### src/rtl/instbuffer_ctrl.sv
// Circular instruction buffer between fetch and issue: 0-2 pushes and 0-2 pops per cycle, flush on redirect.
// Optional performance counters are enabled by defining INSTBUFFER_PERF_EN.
module instbuffer_ctrl #(
  parameter int unsigned DEPTH = 16,
  parameter int unsigned BUS_W = 131
) (
  input  logic                       clk,
  input  logic                       rst,
  input  logic                       flush_i,
  input  logic [1:0]                 fetch_num_i,
  input  logic [BUS_W-1:0]           fetch_inst1_bus_i,
  input  logic [BUS_W-1:0]           fetch_inst2_bus_i,
  output logic                       fetch_allowin_o,
  input  logic [1:0]                 issue_mode_i,
  output logic [1:0]                 instbuffer_count_o,
  output logic [BUS_W-1:0]           inst1_bus_o,
  output logic [BUS_W-1:0]           inst2_bus_o,
  output logic [$clog2(DEPTH):0]     occupancy_o,
`ifdef INSTBUFFER_PERF_EN
  output logic [31:0]                perf_empty_cyc_o,
  output logic [31:0]                perf_dual_issue_o,
`endif
  output logic                       overflow_o
);

  localparam int unsigned AW = $clog2(DEPTH);
  localparam int unsigned OW = AW + 1;

  logic [BUS_W-1:0] mem [DEPTH];
  logic [AW-1:0]    head, tail, head_p1, tail_p1;
  logic [OW-1:0]    occ, free;
  logic [1:0]       npush, npop_req, npop, npush_eff;
  logic             overflow;

  assign head_p1 = head + AW'(1);
  assign tail_p1 = tail + AW'(1);

  always_comb begin
    npush    = (fetch_num_i == 2'd0) ? 2'd0 : (fetch_num_i == 2'd1) ? 2'd1 : 2'd2;
    npop_req = 2'd0;
    case (issue_mode_i)
      2'b01:   npop_req = 2'd1;
      2'b10:   npop_req = 2'd2;
      default: npop_req = 2'd0;
    endcase
    // both clamps only bind when the bound is below 2, so the low bits carry it exactly
    npop      = (OW'(npop_req) > occ) ? occ[1:0] : npop_req;
    free      = OW'(DEPTH) - occ + OW'(npop);
    npush_eff = (OW'(npush) > free) ? free[1:0] : npush;
  end

  always_ff @(posedge clk) begin
    if (rst) begin
      head     <= '0;
      tail     <= '0;
      occ      <= '0;
      overflow <= 1'b0;
    end else if (flush_i) begin
      head <= '0;
      tail <= '0;
      occ  <= '0;
    end else begin
      head <= head + AW'(npop);
      tail <= tail + AW'(npush_eff);
      occ  <= occ + OW'(npush_eff) - OW'(npop);
      if (npush_eff != npush) overflow <= 1'b1;
    end
  end

  always_ff @(posedge clk) begin
    if (!rst && !flush_i) begin
      if (npush_eff != 2'd0) mem[tail]    <= fetch_inst1_bus_i;
      if (npush_eff == 2'd2) mem[tail_p1] <= fetch_inst2_bus_i;
    end
  end

`ifdef INSTBUFFER_PERF_EN
  always_ff @(posedge clk) begin
    if (rst) begin
      perf_empty_cyc_o  <= '0;
      perf_dual_issue_o <= '0;
    end else begin
      if (occ == '0) perf_empty_cyc_o <= perf_empty_cyc_o + 32'd1;
      if (!flush_i && npop == 2'd2) perf_dual_issue_o <= perf_dual_issue_o + 32'd1;
    end
  end
`endif

  assign fetch_allowin_o    = (OW'(DEPTH) - occ) >= OW'(2);
  assign instbuffer_count_o = (occ == '0) ? 2'b00 : (occ == OW'(1)) ? 2'b01 : 2'b10;
  assign inst1_bus_o        = (occ >= OW'(1)) ? mem[head]    : '0;
  assign inst2_bus_o        = (occ >= OW'(2)) ? mem[head_p1] : '0;
  assign occupancy_o        = occ;
  assign overflow_o         = overflow;

endmodule

### config.mk
export PLATFORM = sky130hd
export DESIGN_NAME = instbuffer_ctrl
export DESIGN_NICKNAME = d
export VERILOG_FILES = /design/src/rtl/instbuffer_ctrl.sv
export SDC_FILE = /design/constraint.sdc
export NUM_CORES = 2
export LEC_CHECK = 0
export BUFFER_PORTS_ARGS = -buffer_cell sky130_fd_sc_hd__buf_2
export CORE_MARGIN = 2
export CORE_UTILIZATION = 30
export CTS_BUF_LIST = sky130_fd_sc_hd__clkbuf_4 sky130_fd_sc_hd__clkbuf_8
export DETAILED_ROUTE_END_ITERATION = 10
export SLEW_MARGIN = 10
export SYNTH_ARGS = -nofsm -noshare
export SYNTH_HDL_FRONTEND = slang
export SYNTH_SLANG_ARGS = --single-unit
### constraint.sdc
create_clock -name clk -period 16.7 [get_ports clk]
set_input_delay 0.835 -clock clk [delete_from_list [all_inputs] [get_ports clk]]
set_output_delay 0.835 -clock clk [all_outputs]
set_load 0.03 [all_outputs]
**After elaboration in Yosys (flattened, before gate mapping)**

Memories as Yosys holds them, arrays and structs flattened. A register that Yosys moved wholly into a read port is not among the register bits.
Cells that the tools add are included.

- Bits in registers: 14
- Bits in writable memories: 2096
- Bits of input ports: 269
- Output and inout port bits: 271
- Logic and storage cells: 49
- Memories: 1

- Add/sub/neg operators: 8
- Magnitude comparators: 5
- Eq/ne operators: 6
- Multiplexer cells: 16
- Bitwise operators: 1
- Reduce and logical (&&, ||, !) cells: 8

Memory list:

| name | depth | bits a word | rd ports | clocked after Yosys merged registers in | write ports | line | text |
|---|---|---|---|---|---|---|---|
| mem | 16 | 131 | 2 | 1 | 2 | 29 | `logic [BUS_W-1:0] mem [DEPTH];` |

Operators by type and width:

| kind | count |
|---|---|
| $mux W131 | 2 |
| $mux W2 | 6 |
| $add A5 B2 Y5 | 2 |
| $ge A5 B2 Y1 const B | 2 |
| $gt A2 B5 Y1 | 2 |
| $add A4 B1 Y4 const B | 2 |
| $add A4 B2 Y4 | 2 |
| $mux W1 | 6 |
| $eq A5 B1 Y1 const B | 1 |
| $ge A5 B1 Y1 const B | 1 |
| $logic_not A5 Y1 | 1 |
| $sub A5 B2 Y5 | 1 |
| $sub A5 B5 Y5 const A | 1 |
| $eq A2 B1 Y1 const B | 2 |
| $eq A2 B2 Y1 const B | 2 |
| $mux W4 | 1 |
| $pmux W2 S2 | 1 |
| $logic_not A1 Y1 | 2 |
| $logic_not A2 Y1 | 1 |
| $ne A2 B2 Y1 | 1 |
| $reduce_and A2 Y1 | 1 |
| $reduce_bool A2 Y1 | 1 |
| $reduce_or A2 Y1 | 1 |
| $logic_and A1 B1 Y1 | 1 |
| $not A1 Y1 | 1 |

**Longest topological paths before layout**

- Depth after elaboration: 11
- Depth in mapped cells: 25
- Gate-level depth less buffers: 22

**Least setup slack after synthesis**

OpenSTA, ideal clock, no wires.

- Kind: input to register
- Start point: input issue_mode_i[1]
- End point: memory mem[11][0] (enable)
- Setup time: 988 ps
- Arrival: 17357 ps
- Required time: 15712 ps
- Path slack: -1644 ps
- Stages on the path: 16
- Path buffers: 2
- Cell sequence: nand2b_1 ha_1 a21o_1 maj3_1 o22ai_1 ha_1 ha_1 inv_1 ha_1 nor2b_1 o21ai_0 or3_1 buf_2 buf_4 nand2_1 nor4b_1

RTL lines:

| what | line | text |
|---|---|---|
| from (decl) | 14 | `input logic [1:0] issue_mode_i,` |
| to (decl) | 29 |  |

**Worst setup path after layout**

- Start point: register head[0]
- End point: output inst2_bus_o[65]

- Longest elaborated chain between the ends: 3

Ends and longest elaborated chain:

| what | line | text |
|---|---|---|
| from (decl) | 30 | `logic [AW-1:0] head, tail, head_p1, tail_p1;` |
| from (signal assigned) | 63 | `head <= head + AW'(npop);` |
| $add A4 B1 Y4 | 35 | `assign head_p1 = head + AW'(1);` |
| $mem_v2 Z16 W131 | n/a |  |
| $mux W131 | 92 | `assign inst2_bus_o = (occ >= OW'(2)) ? mem[head_p1] : '0;` |
| to (decl) | 17 | `output logic [BUS_W-1:0] inst2_bus_o,` |

Every way passes these cells.

==> metrics <==
outcome=finished, final reports clean; hpwl dp=251000 microns; top post-synthesis cells by count=2096 x edfxtp_1, 1198 x mux2_2, 1179 x mux4_2, 900 x mux2_1, 539 x clkbuf_1; Worst Hold Class=in -> reg; Nets=7663; WS Path Type=reg -> out; initial detailed-routing violation count=8085; # port buffers=539; synth top area cells=edfxtp_1 51%, mux4_2 21%, mux2_2 11%; R2R Path Start=occupancy_o[2]; Most used DFF post-synth=edfxtp_1; vias in the first global route=79200; drt wl/cell=33.6 microns; Die H=648 microns; Placed Cells=12500; Worst-Margin Slew=1220 ps; fin cells=13200; # IOs=540; Root Driver=clkbuf_8; # DRC=0; total negative setup slack=0 ps; Initial Util=30.1%; worst-skew pair later-pin latency=1080 ps; CP startpoint kind=flop; Clock Tree Buf Depth=4; power per cell area=122 nW/um^2; CP Max Fanout=104; Leak=42.2 nW; 1st-pass router iterations=6; gr ovfl total=0; Final ANT Viol Nets=0; final WL=442000 microns; peak supply drop=0.109 mV; R2R Setup Slk=8300 ps; crit path cell chain=buf_4, buf_12, buf_4, buf_4, buf_4, buf_4, mux4_2, nor2b_1, a211oi_1, a211oi_1, buf_2; CP delay by family, top=buffers and inverters; Post-CTS Repair Setup Buffers=0; Clock Skews=115 ps; asr flop ratio synth=0%; Routability Congestion=0.797; die span in x=648 microns; num rows=236; Peak Freq=113 MHz; CTS buffer count=376; area grow syn2layout=11.6%; DIE AREA=420000 sq um; Hold Crit Start=flush_i; FF-to-FF path depth=20; fillers=39600; Slowest Stage Delay on Critical Path=900 ps; share of cells above drive strength 1=48.4%; Final period util=52.9%; largest area contributor in the netlist=edfxtp_1; Mapped Area=124000 sq um; Yosys top cell area share=50.6%; number of vias per cell=5.77; Buf/Inv on CP=7; Core Region=413000 sq um; Max Cap Viol=0; count of final setup violators=0; crit path DAT=8000 ps; worst reg2reg endpoint=mem[14][37]; DR vias=76000; Net Count, Synth=7431; largest net degree at the start of global routing=128; Slew Limit Headroom=19.0%; CTS tree=yes; syn_area_per_cell=17.4 sq um; Crit path top cell by count=buf_4; Hold Path Depth=4; first-pass GRT wire length=616000 microns; post-synthesis register bit count=2110; initial antenna violation count=184; sequential area share after synthesis=50.9%; gr usage total=20.6%; Worst path slowest cell=buf_4; Hold Path End=head[1]; Cells after Synth=7137; Distinct cells, synth=47; Reg clk slew, reported paths=60 ps; CP endpoint kind=output port; Final Hold Fails=0; Critical Path RT=15870 ps; most frequent cell after synthesis=edfxtp_1; H-tree depth=5; final slew viol count=0; EDFF count, synth=2096; Ys Warns=0; RSZ-0062 raised after global routing=no; Sink Count=2110; post-route minimum period=8840 ps
stage by stage:
step | instance area [sq um] | utilization, % | worst slack [ps] | total power, W | hold WS [ps]
global placement | 132000 | 31.9 | 7970 | 0.0123 | 560
global route | 139000 | 33.6 | 7230 | 0.0176 | 209
CTS | 139000 | 33.6 | 7580 | 0.0171 | 160
finish | 139000 | 33.6 | 7860 | 0.0170 | 260
detailed placement | 132000 | 31.9 | 8060 | 0.0124 | 562
floorplan | 124000 | - | -615 | 0.0100 | 577
cells by family (layout without fill, tap and decap cells):
family	count (synthesis)	count (layout)	synth area share [%]
other cells	0	68	0
flops	2110	2110	50.9
buf+inv	875	1375	3.49
fa+ha+maj	27	27	0.286
xor+xnor	16	16	0.113
mux	3425	3425	41.7
simple gates	388	388	1.83
compound gates	296	296	1.76
cell type report:
cell class	count	area, sq um	share of cell area, %
flip-flops and latches	2110	63200	45.6
multi-input cells	4152	57000	41.1
repair buffers	719	4360	3.15
well taps	5474	6850	4.94
clock inverters	146	867	0.625
inverters	10	37.5	0.0271
clock buffers	500	6130	4.42
diodes	68	170	0.123
registers in the layout, summed over array words and instances (netlist names):
| register | flops |
|---|---|
| tail | 4 |
| overflow_o | 1 |
| occupancy_o | 5 |
| mem | 2096 |
| head | 4 |
per-layer routing:
metal	wire [microns]	GRT usage, %
met5	474	0
met1	179000	26.8
met4	17300	7.67
met3	34600	4.46
met2	211000	33.6
power breakdown:
part	total [W]	switching, W	internal [W]
logic	0.00610	0.00411	0.00199
clock network	0.00474	0.00227	0.00247
registers	0.00613	0.0000850	0.00604
timing repair:
action	in CTS	in global routing
setup endpoints to repair	0	0
endpoints found under the hold margin	1	0
hold buffers	1	0
gates resized for setup	0	0
worst register-to-register path: cells and delay by family (launching register included):
family / cells / cell delay (ps)
mux: 1 / 380
buf+inv: 7 / 3810
compound gates: 3 / 940
flops: 1 / 560
fa+ha+maj: 5 / 1480
simple gates: 4 / 690
worst max path at each step:
stage / start / end / slack, ps / cells after the start
3_3_place_gp: issue_mode_i[1] / mem[14][32] / 7970 / 20
2_1_floorplan: issue_mode_i[1] / mem[13][0] / -620 / 16
4_1_cts: head[0] / inst2_bus_o[65] / 7580 / 11
5_1_grt: head[0] / inst2_bus_o[1] / 7230 / 11
6_report: head[0] / inst2_bus_o[65] / 7860 / 11
3_5_place_dp: issue_mode_i[1] / mem[14][31] / 8060 / 20
layout by cell type (no fill, tap or decap), drive strengths merged, types with 5 or more instances in the layout:
cell type     n
diode        68
mux4       1179
nand3         5
clkinvlp      5
nor3          8
edfxtp     2096
xor2          5
a21oi        12
inv          17
ha           22
mux2i       148
bufinv        6
dfxtp        14
nand2        40
nor2         26
clkinv      128
buf         718
mux2       2098
and2         12
o21ai         7
xnor2        11
nand2b        6
a211oi      263
nor2b       272
clkbuf      500
Power figures use the tool's default switching activity.
